`src/rtl/usb_ep_arb_pkg.sv`:
```
// usb_ep_arb_pkg: shared types and helpers for the
// endpoint round-robin arbiter.
package usb_ep_arb_pkg;

  typedef enum logic [1:0] {
    ARB_IDLE  = 2'd0,
    ARB_GRANT = 2'd1,
    ARB_GAP   = 2'd2
  } arb_state_t;

  function automatic int ep_idx_w(input int n);
    return (n > 1) ? $clog2(n) : 1;
  endfunction

endpackage

```
`src/rtl/usb_rr_pick.sv`:
```
// usb_rr_pick: combinational round-robin picker; finds the
// first requester after ptr, wrapping modulo N.
module usb_rr_pick
  import usb_ep_arb_pkg::*;
#(
  parameter  int N  = 4,
  localparam int IW = ep_idx_w(N)
) (
  input  logic [N-1:0]  req,
  input  logic [IW-1:0] ptr,
  output logic          valid,
  output logic [IW-1:0] idx
);

  logic [N-1:0] rot;
  int           off;

  // Operand is always below 2*N, so one subtract wraps it.
  function automatic logic [IW-1:0] wrap(input int v);
    int w;
    w = (v >= N) ? v - N : v;
    return IW'(w);
  endfunction

  always_comb begin
    rot = '0;
    for (int i = 0; i < N; i++)
      rot[i] = req[wrap(int'(ptr) + 1 + i)];
  end

  always_comb begin
    valid = 1'b0;
    off   = 0;
    for (int i = N - 1; i >= 0; i--) begin
      if (rot[i]) begin
        valid = 1'b1;
        off   = i;
      end
    end
  end

  assign idx = wrap(int'(ptr) + 1 + off);

endmodule

```
`src/rtl/usb_ep_rr_arb.sv`:
```
// usb_ep_rr_arb: round-robin endpoint arbiter with locked
// grants, grant watchdog and SOF-based host presence.
module usb_ep_rr_arb
  import usb_ep_arb_pkg::*;
#(
  parameter  int NUM_EPS       = 4,
  parameter  int GRANT_TIMEOUT = 4096,
  parameter  int HOST_TIMEOUT  = 144000,
  localparam int IW = ep_idx_w(NUM_EPS),
  localparam int WW = $clog2(GRANT_TIMEOUT + 1),
  localparam int HW = $clog2(HOST_TIMEOUT + 1)
) (
  input  logic               clk,
  input  logic               reset,
  input  logic [NUM_EPS-1:0] ep_req,
  input  logic [NUM_EPS-1:0] ep_done,
  input  logic               sof_valid,
  output logic [NUM_EPS-1:0] ep_grant,
  output logic [IW-1:0]      grant_idx,
  output logic               busy,
  output logic               grant_timeout,
  output logic               host_present
);

  localparam logic [WW-1:0] WD_LAST =
    WW'(GRANT_TIMEOUT - 1);
  localparam logic [WW-1:0] WD_MAX =
    WW'(GRANT_TIMEOUT);
  localparam logic [HW-1:0] SOF_LAST =
    HW'(HOST_TIMEOUT - 1);
  localparam logic [HW-1:0] SOF_MAX =
    HW'(HOST_TIMEOUT);

  arb_state_t    state;
  logic [IW-1:0] ptr;
  logic [WW-1:0] wd_cnt;
  logic [HW-1:0] sof_cnt;
  logic          hp_next;
  logic          pick_valid;
  logic [IW-1:0] pick_idx;
  logic          user_end;
  logic          wd_hit;
  logic          release_now;
  logic          can_grant;

  usb_rr_pick #(.N(NUM_EPS)) u_pick (
    .req   (ep_req),
    .ptr   (ptr),
    .valid (pick_valid),
    .idx   (pick_idx)
  );

  always_comb begin
    hp_next = host_present;
    if (sof_valid)
      hp_next = 1'b1;
    else if (sof_cnt == SOF_LAST)
      hp_next = 1'b0;
  end

  always_ff @(posedge clk or negedge reset) begin
    if (!reset) begin
      sof_cnt      <= '0;
      host_present <= 1'b0;
    end else begin
      host_present <= hp_next;
      if (sof_valid)
        sof_cnt <= '0;
      else if (sof_cnt != SOF_MAX)
        sof_cnt <= sof_cnt + 1'b1;
    end
  end

  // Completion or request drop outranks the watchdog.
  assign user_end    = ep_done[grant_idx] |
                       ~ep_req[grant_idx];
  assign wd_hit      = (wd_cnt == WD_LAST);
  assign release_now = user_end | wd_hit | ~hp_next;
  assign can_grant   = host_present & hp_next &
                       pick_valid;
  assign busy        = (state == ARB_GRANT);

  // GAP is the single dead cycle after a grant; it may
  // arbitrate so the next grant follows immediately.
  always_ff @(posedge clk or negedge reset) begin
    if (!reset) begin
      state         <= ARB_IDLE;
      ep_grant      <= '0;
      grant_idx     <= '0;
      ptr           <= IW'(NUM_EPS - 1);
      wd_cnt        <= '0;
      grant_timeout <= 1'b0;
    end else begin
      grant_timeout <= 1'b0;
      unique case (state)
        ARB_IDLE, ARB_GAP: begin
          if (can_grant) begin
            state     <= ARB_GRANT;
            ep_grant  <= NUM_EPS'(1) << pick_idx;
            grant_idx <= pick_idx;
            ptr       <= pick_idx;
            wd_cnt    <= '0;
          end else begin
            state <= ARB_IDLE;
          end
        end
        ARB_GRANT: begin
          if (release_now) begin
            state         <= ARB_GAP;
            ep_grant      <= '0;
            grant_timeout <= wd_hit & ~user_end;
          end else if (wd_cnt != WD_MAX) begin
            wd_cnt <= wd_cnt + 1'b1;
          end
        end
        default: begin
          state    <= ARB_IDLE;
          ep_grant <= '0;
        end
      endcase
    end
  end

endmodule

```
`config.mk`:
```
export PLATFORM = sky130hd
export DESIGN_NAME = usb_ep_rr_arb
export DESIGN_NICKNAME = d
export VERILOG_FILES = /design/src/rtl/usb_ep_arb_pkg.sv /design/src/rtl/usb_rr_pick.sv /design/src/rtl/usb_ep_rr_arb.sv
export SDC_FILE = /design/constraint.sdc
export NUM_CORES = 1
export LEC_CHECK = 0
export CAP_MARGIN = 20
export CORE_ASPECT_RATIO = 1.4
export CORE_MARGIN = 2
export CORE_UTILIZATION = 45
export DETAILED_ROUTE_END_ITERATION = 8
export DONT_BUFFER_PORTS = 1
export MAX_ROUTING_LAYER = met4
export PLACE_DENSITY_LB_ADDON = 0.15
export SYNTH_ARGS = -nofsm -noshare
export SYNTH_HDL_FRONTEND = slang
export SYNTH_SLANG_ARGS = --single-unit
```
`constraint.sdc`:
```
create_clock -name clk -period 4.3 [get_ports clk]
set_input_delay 1.29 -clock clk [delete_from_list [all_inputs] [get_ports clk]]
set_output_delay 1.29 -clock clk [all_outputs]
set_load 0.02 [all_outputs]
```
==> out/results.ini, run 1 <==
[status]
status = completed

[cells_and_area]
syn2layout_area_growth_pct = 6.19
final_cell_mix = 41 x dfrtp_1, 37 x nor2_1, 17 x nand2_1
drive_gt1_frac = 0.0723
stdcell_area_sq_mm = 0.00251
nNetsFinal = 264
diodes = 0
instances_no_fill = 315
final_common_cell = dfrtp_1
fin_util = 0.491

[synthesis]
ys_ff_latch = 43
syn_area_sq_mm = 0.00237
ys.flop_type = dfrtp_1
syn-instance-count = 248
synth_top_area_cell = dfrtp_1
synthTopCellsByArea = dfrtp_1 43%, nor2_1 5.9%, xnor2_1 4.8%
syn_avg_cell_area_sq_um = 9.54
yosys_warnings = 0
synth_top_area_share = 0.434
synthDistinctLibCells = 52
syn_nets = 264
synth_edf_count = 0
synthArstFlopShare = 1.00
seq_area_frac_synth = 0.456

[pwr]
peakVddDrop_mv = 0.289
leakagePower_nw = 1.03
powerDensity_mw_per_mm2 = 465

[clock_network]
clk_latency_ns = 0.29
cts_resized = 0
cts_tree = yes
numCtsBuffers = 5
root_buffer = clkbuf_8
postCtsHoldBufs = 0
path_clk_slew_ns = 0.09
clock_path_buffers = 2
clkSinkCount = 43
htree_levels = 2
postCtsSetupBuffers = 0

[floorplan]
dieWidth_um = 65.3
dieArea_sq_mm = 0.00586
num_rows = 31
die_h_um = 89.8
pin_count = 20
core_sq_mm = 0.00512
start_util = 0.462

[sta]
tightest_slew_ns = 0.887
finalHoldViolations = 0
slew_violations = 0
finalClockSkew_ns = 0.00989
rsz0062_at_grt = no
setup_viol = 0
fin_crit_sh = 0.658
setup_tns_ns = 0
period_needed_ns = 2.83
relSlewSlack = 0.401
fmax_ghz = 0.353

[critical_path]
startpoint = ep_done[3]
cp-start-kind = input pin
cp_max_fo = 11
cp.arrival_ns = 3.06
cpMaxStageDelayCell = mux4_2
reg2reg_to = ep_grant[1]
worstPathRequired_ns = 4.53
timing.rr.start = wd_cnt[0]
crit_chain = nand2b_1 > mux4_2 > o32ai_4 > nand2_2 > or4_1 > a21oi_1
cp-end-kind = flop
reg2reg_slack_ns = 1.87
cpLargestDelayFamily = simple AND/OR/NAND/NOR gates
slowest_delay_ns = 0.52
setup.worst_path.end = wd_cnt[6]
reg2reg_depth = 7
cp.depth = 6
path_buf_inv = 0
crit_type = in2reg

[worst_hold_path]
holdCritPathClass = reg2reg

[drt]
wl_per_cell_um = 14.7
firstDrtPassIters = 4
routed_wl_um = 4650
first_iter_violations = 65
avgViaCountPerCell = 5.56
drt.antenna.violating_nets = 0
route.detailed.drc = 0
vias = 1752

[global_routing]
track_usage = 0.178
grt_pass1_vias = 1741
antenna_found_initial = 0
grt_max_degree = 44
overflow = 0
grt_pass1_wl_um = 8020

[placement]
dp_cells = 307
place.gp.congestion = 0.810
hpwlAfterDp_um = 3280
dpl_cell_area_sq_mm = 0.00241
numPortBuffers = 0

[run]
drv_cap = 0

metal layers:
metal	wire, um	global-route usage	vias to the layer above
li1	-	-	874
met1	2030	0.210	836
met2	2370	0.300	33
met3	148	0.0313	9
met4	99	0.0625	0
met5	0	-	-
report_power, final:
| group | switching, mW | internal [mW] | total (mW) |
|---|---|---|---|
| clock | 0.142 | 0.131 | 0.273 |
| sequential | 0.0728 | 0.460 | 0.533 |
| combinational | 0.214 | 0.148 | 0.362 |
| total | 0.429 | 0.739 | 1.17 |
final cells by class:
cell class              count  area (sq um)
flip-flops and latches     43          1080
well taps                  66          82.6
repair buffers              1          7.51
inverters                  10          37.5
multi-input cells         187          1210
clock inverters             2          16.3
fillers                   513          2610
clock buffers               6          82.6
synthesized netlist by cell type (all sizes together), types with 3 or more instances:
| library cell | count |
|---|---|
| a21oi | 11 |
| and3 | 4 |
| buf | 3 |
| clkbuf | 5 |
| dfrtp | 41 |
| ha | 5 |
| inv | 10 |
| mux2i | 4 |
| nand2 | 18 |
| nand2b | 11 |
| nand3 | 12 |
| nand4 | 7 |
| nor2 | 37 |
| nor3 | 3 |
| nor4 | 3 |
| nor4b | 3 |
| o21ai | 9 |
| o2bb2ai | 3 |
| or3 | 4 |
| xnor2 | 13 |
| xor2 | 9 |
stage by stage:
| step | power (mW) | hold slack, ns | setup slack [ns] |
|---|---|---|---|
| after global placement | 0.899 | 0.494 | 1.19 |
| after detailed placement | 0.906 | 0.507 | 1.14 |
| after floorplan | 0.842 | 0.474 | 1.25 |
| after global routing | 1.25 | 0.555 | 1.27 |
| final | 1.17 | 0.517 | 1.47 |
| after CTS | 1.19 | 0.518 | 1.46 |
worst min-delay path by stage:
stage | to | cells past startpoint | start | slack, ns
final | sof_cnt[9] | 1 | sof_cnt[9] | 0.52
after global routing | sof_cnt[9] | 1 | sof_cnt[9] | 0.55
after CTS | sof_cnt[9] | 1 | sof_cnt[9] | 0.52
after floorplan | sof_cnt[9] | 1 | sof_cnt[9] | 0.47
after detailed placement | sof_cnt[9] | 1 | sof_cnt[9] | 0.51
after global placement | sof_cnt[9] | 1 | sof_cnt[9] | 0.49
sequential cells by signal, summed over array words and instances (netlist names):
signal and cells:
state 2, host_present 1, ptr 2, grant_idx 2, grant_timeout 1, ep_grant 4
wd_cnt 13, sof_cnt 18
worst register-to-register path: stages (launching register included):
cell	delay, ns
dfrtp_1	0.44
ha_1	0.20
nand3_1	0.22
nor4_1	0.66
nor2_1	0.17
and2_1	0.23
o2bb2ai_1	0.19
a32o_1	0.22
logic make-up (layout without fill, tap and decap cells):
group	count (synthesis)	after routing	synth area share
compound gates	38	38	0.114
xor+xnor	22	22	0.0814
fa+ha+maj	5	5	0.0264
buf+inv	18	19	0.0338
flops	43	43	0.456
mux	5	5	0.0264
simple gates	117	117	0.262
Note: power is estimated with default switching activity, not from simulation.
==> run 2, diff against run 1 <==
==> constraint.sdc (replaced) <==
create_clock -name clk -period 2.5 [get_ports clk]
set_input_delay 0.75 -clock clk [delete_from_list [all_inputs] [get_ports clk]]
set_output_delay 0.75 -clock clk [all_outputs]
set_load 0.02 [all_outputs]
==> run 2 against run 1 <==
Critical path type is now reg2reg. Routed wire length grew 7.0%. Clock skew grew 0.0059 ns. Power increased by 95%. Non-clock buffer count increased by 9. Final cell count is 2.9% higher. Register-to-register slack lost 1.7 ns. Clock-buffer cell count unchanged. Sequential share of layout area decreased by 1.7 points. Sequential power up 73%.
==> out/results.ini, run 2 (synthesis results as in run 1) <==
[clock_network]
clkSinkCount = 43  ; unchanged
clock_path_buffers = 2  ; unchanged
root_buffer = clkbuf_8
path_clk_slew_ns = 0.09  ; about the same
numCtsBuffers = 5  ; unchanged
clk_latency_ns = 0.30  ; about the same
postCtsHoldBufs = 0  ; unchanged
cts_resized = 0  ; unchanged
htree_levels = 2  ; unchanged
postCtsSetupBuffers = 0  ; unchanged
cts_tree = yes

[sta]
slew_violations = 0  ; unchanged
finalClockSkew_ns = 0.0158  ; +0.00590 ns
tightest_slew_ns = 0.495  ; -0.392 ns
finalHoldViolations = 0  ; unchanged
setup_viol = 0  ; unchanged
fin_crit_sh = 0.928
rsz0062_at_grt = no
hold_ws_ns = 0.133  ; -0.385 ns
relSlewSlack = 0.667  ; +0.266
period_needed_ns = 2.32
setup_tns_ns = 0  ; unchanged
fmax_ghz = 0.431

[critical_path]
cp.arrival_ns = 2.52  ; -0.54 ns
cpLargestDelayFamily = simple AND/OR/NAND/NOR gates
crit_chain = ha_1 > and3_1 > or4b_1 > o22a_1 > and2_1 > o2bb2ai_1 > a32o_1
slowest_delay_ns = 0.47  ; -0.05 ns
timing.rr.start = sof_cnt[1]
worstPathRequired_ns = 2.70  ; -1.83 ns
path_buf_inv = 0  ; unchanged
cpMaxStageDelayCell = or4b_1
reg2reg_depth = 7  ; unchanged
reg2reg_to = ep_grant[1]
cp-start-kind = flop
reg2reg_slack_ns = 0.18  ; -1.69 ns
crit_type = reg2reg
cp_max_fo = 5  ; -6
cp-end-kind = flop

[cells_and_area]
nNetsFinal = 273  ; +3.4%
final_cell_mix = 41 x dfrtp_1, 37 x nor2_1, 17 x nand2_1
stdcell_area_sq_mm = 0.00261  ; +4.0%
drive_gt1_frac = 0.101  ; +0.0285
largest_reg_flops = 18  ; unchanged
fin_util = 0.511  ; +0.0198
reg_top3 = sof_cnt x18, wd_cnt x13, ep_grant x4
syn2layout_area_growth_pct = 10.5
regMostFlops = sof_cnt
diodes = 0  ; unchanged
final_common_cell = dfrtp_1

[run]
drv_cap = 0  ; unchanged

[global_routing]
antenna_found_initial = 0  ; unchanged
track_usage = 0.189  ; +0.0115
grt_pass1_wl_um = 8470  ; +5.6%
overflow = 0  ; unchanged
grt_max_degree = 44  ; unchanged
grt_pass1_vias = 1758  ; +0.98%

[floorplan]
dieWidth_um = 65.3  ; unchanged
core_sq_mm = 0.00512  ; unchanged
dieArea_sq_mm = 0.00586  ; unchanged
pin_count = 20  ; unchanged
die_h_um = 89.8  ; unchanged
num_rows = 31  ; unchanged
start_util = 0.462  ; unchanged

[pwr]
leakagePower_nw = 1.09  ; +5.9%
switchingPower_mw = 0.781  ; +82%
peakVddDrop_mv = 0.384  ; +33%
share_comb_of_total_power = 0.308  ; -0.002
finalPower_mw = 2.28  ; +95%
powerDensity_mw_per_mm2 = 873  ; +88%
clkPwrFrac = 0.287  ; +0.053
power_frac_seq = 0.405  ; -0.051
p_int_mw = 1.50  ; +100%
switching_share = 0.342  ; -0.0254

[drt]
firstDrtPassIters = 4  ; unchanged
wl_per_cell_um = 15.3  ; +4.0%
first_iter_violations = 89  ; +37%
drt.antenna.violating_nets = 0  ; unchanged
routed_wl_um = 4970  ; +7.0%
route.detailed.drc = 0  ; unchanged
avgViaCountPerCell = 5.50  ; -1.1%
vias = 1783  ; +1.8%

[placement]
numPortBuffers = 0  ; unchanged
dpl_cell_area_sq_mm = 0.00248  ; +2.8%
hpwlAfterDp_um = 3510  ; +6.9%
place.gp.congestion = 0.820  ; +1.2%

[worst_hold_path]
holdCritPathClass = in2async

[status]
status = completed

run 2: cell types whose count changed in the layout (fill, tap and decap cells not counted):
cell	previous run	this run
bufinv_16	0	2
clkbuf_8	6	5
clkbuf_1	0	1
buf_4	1	10
clkinvlp_4	1	0
clkinv_4	1	0
run 2: cell type report:
class                           count  area (sq um)
Sequential cell                    43          1080
Clock buffer                        6          72.6
Timing Repair Buffer               10          75.1
Fill cell                         497          2510
Multi-Input combinational cell    187          1210
Tap cell                           66          82.6
Clock inverter                      2          60.1
Inverter                           10          37.5
run 2: how the worst max path moves through the flow:
stage / startpoint / endpoint / slack, ns / cells after the start
global placement: ep_req[2] / ep_grant[1] / 0.02 / 10
detailed placement: ep_done[3] / wd_cnt[6] / 0.009 / 6
global route: sof_cnt[1] / ep_grant[1] / 0.03 / 7
finish: sof_cnt[1] / ep_grant[1] / 0.18 / 7
floorplan: ep_req[1] / wd_cnt[3] / 0.04 / 8
CTS: sof_cnt[1] / ep_grant[1] / 0.17 / 7
run 2: metal layers:
metal  vias up  share of wire  wire, um  GRT usage
li1        892              -         -          -
met1       861           0.45      2220      0.238
met2        24           0.51      2550      0.307
met3         6          0.026       127     0.0401
met4         0          0.014        72     0.0521
met5         -              0         0          -
run 2: power groups by stage:
stage | Combinational, mW | Sequential (mW) | Clock, mW
after floorplan | 0.553 | 0.896 | 0
after global placement | 0.694 | 0.930 | 0
after detailed placement | 0.702 | 0.937 | 0
after CTS | 0.706 | 0.923 | 0.669
after global routing | 0.787 | 0.932 | 0.700
final | 0.703 | 0.924 | 0.655
run 2: stage by stage:
step	setup slack (ns)	cells
final	0.181	324
after global routing	0.0323	324
after CTS	0.171	324
after detailed placement	0.00873	316
after global placement	0.0237	316
after floorplan	0.0398	248
==> run 3, diff against run 2 <==
--- a/config.mk
+++ b/config.mk
@@ -9,6 +9,7 @@
 export CORE_ASPECT_RATIO = 1.4
 export CORE_MARGIN = 2
 export CORE_UTILIZATION = 45
+export CTS_CLUSTER_DIAMETER = 30
 export DETAILED_ROUTE_END_ITERATION = 8
 export DONT_BUFFER_PORTS = 1
 export MAX_ROUTING_LAYER = met4
@@ -16,3 +17,4 @@
 export SYNTH_ARGS = -nofsm -noshare
 export SYNTH_HDL_FRONTEND = slang
 export SYNTH_SLANG_ARGS = --single-unit
+export TNS_END_PERCENT = 100
==> results of run 3 <==
Same layout as run 2: the final DEF is identical, and so are final timing and power.
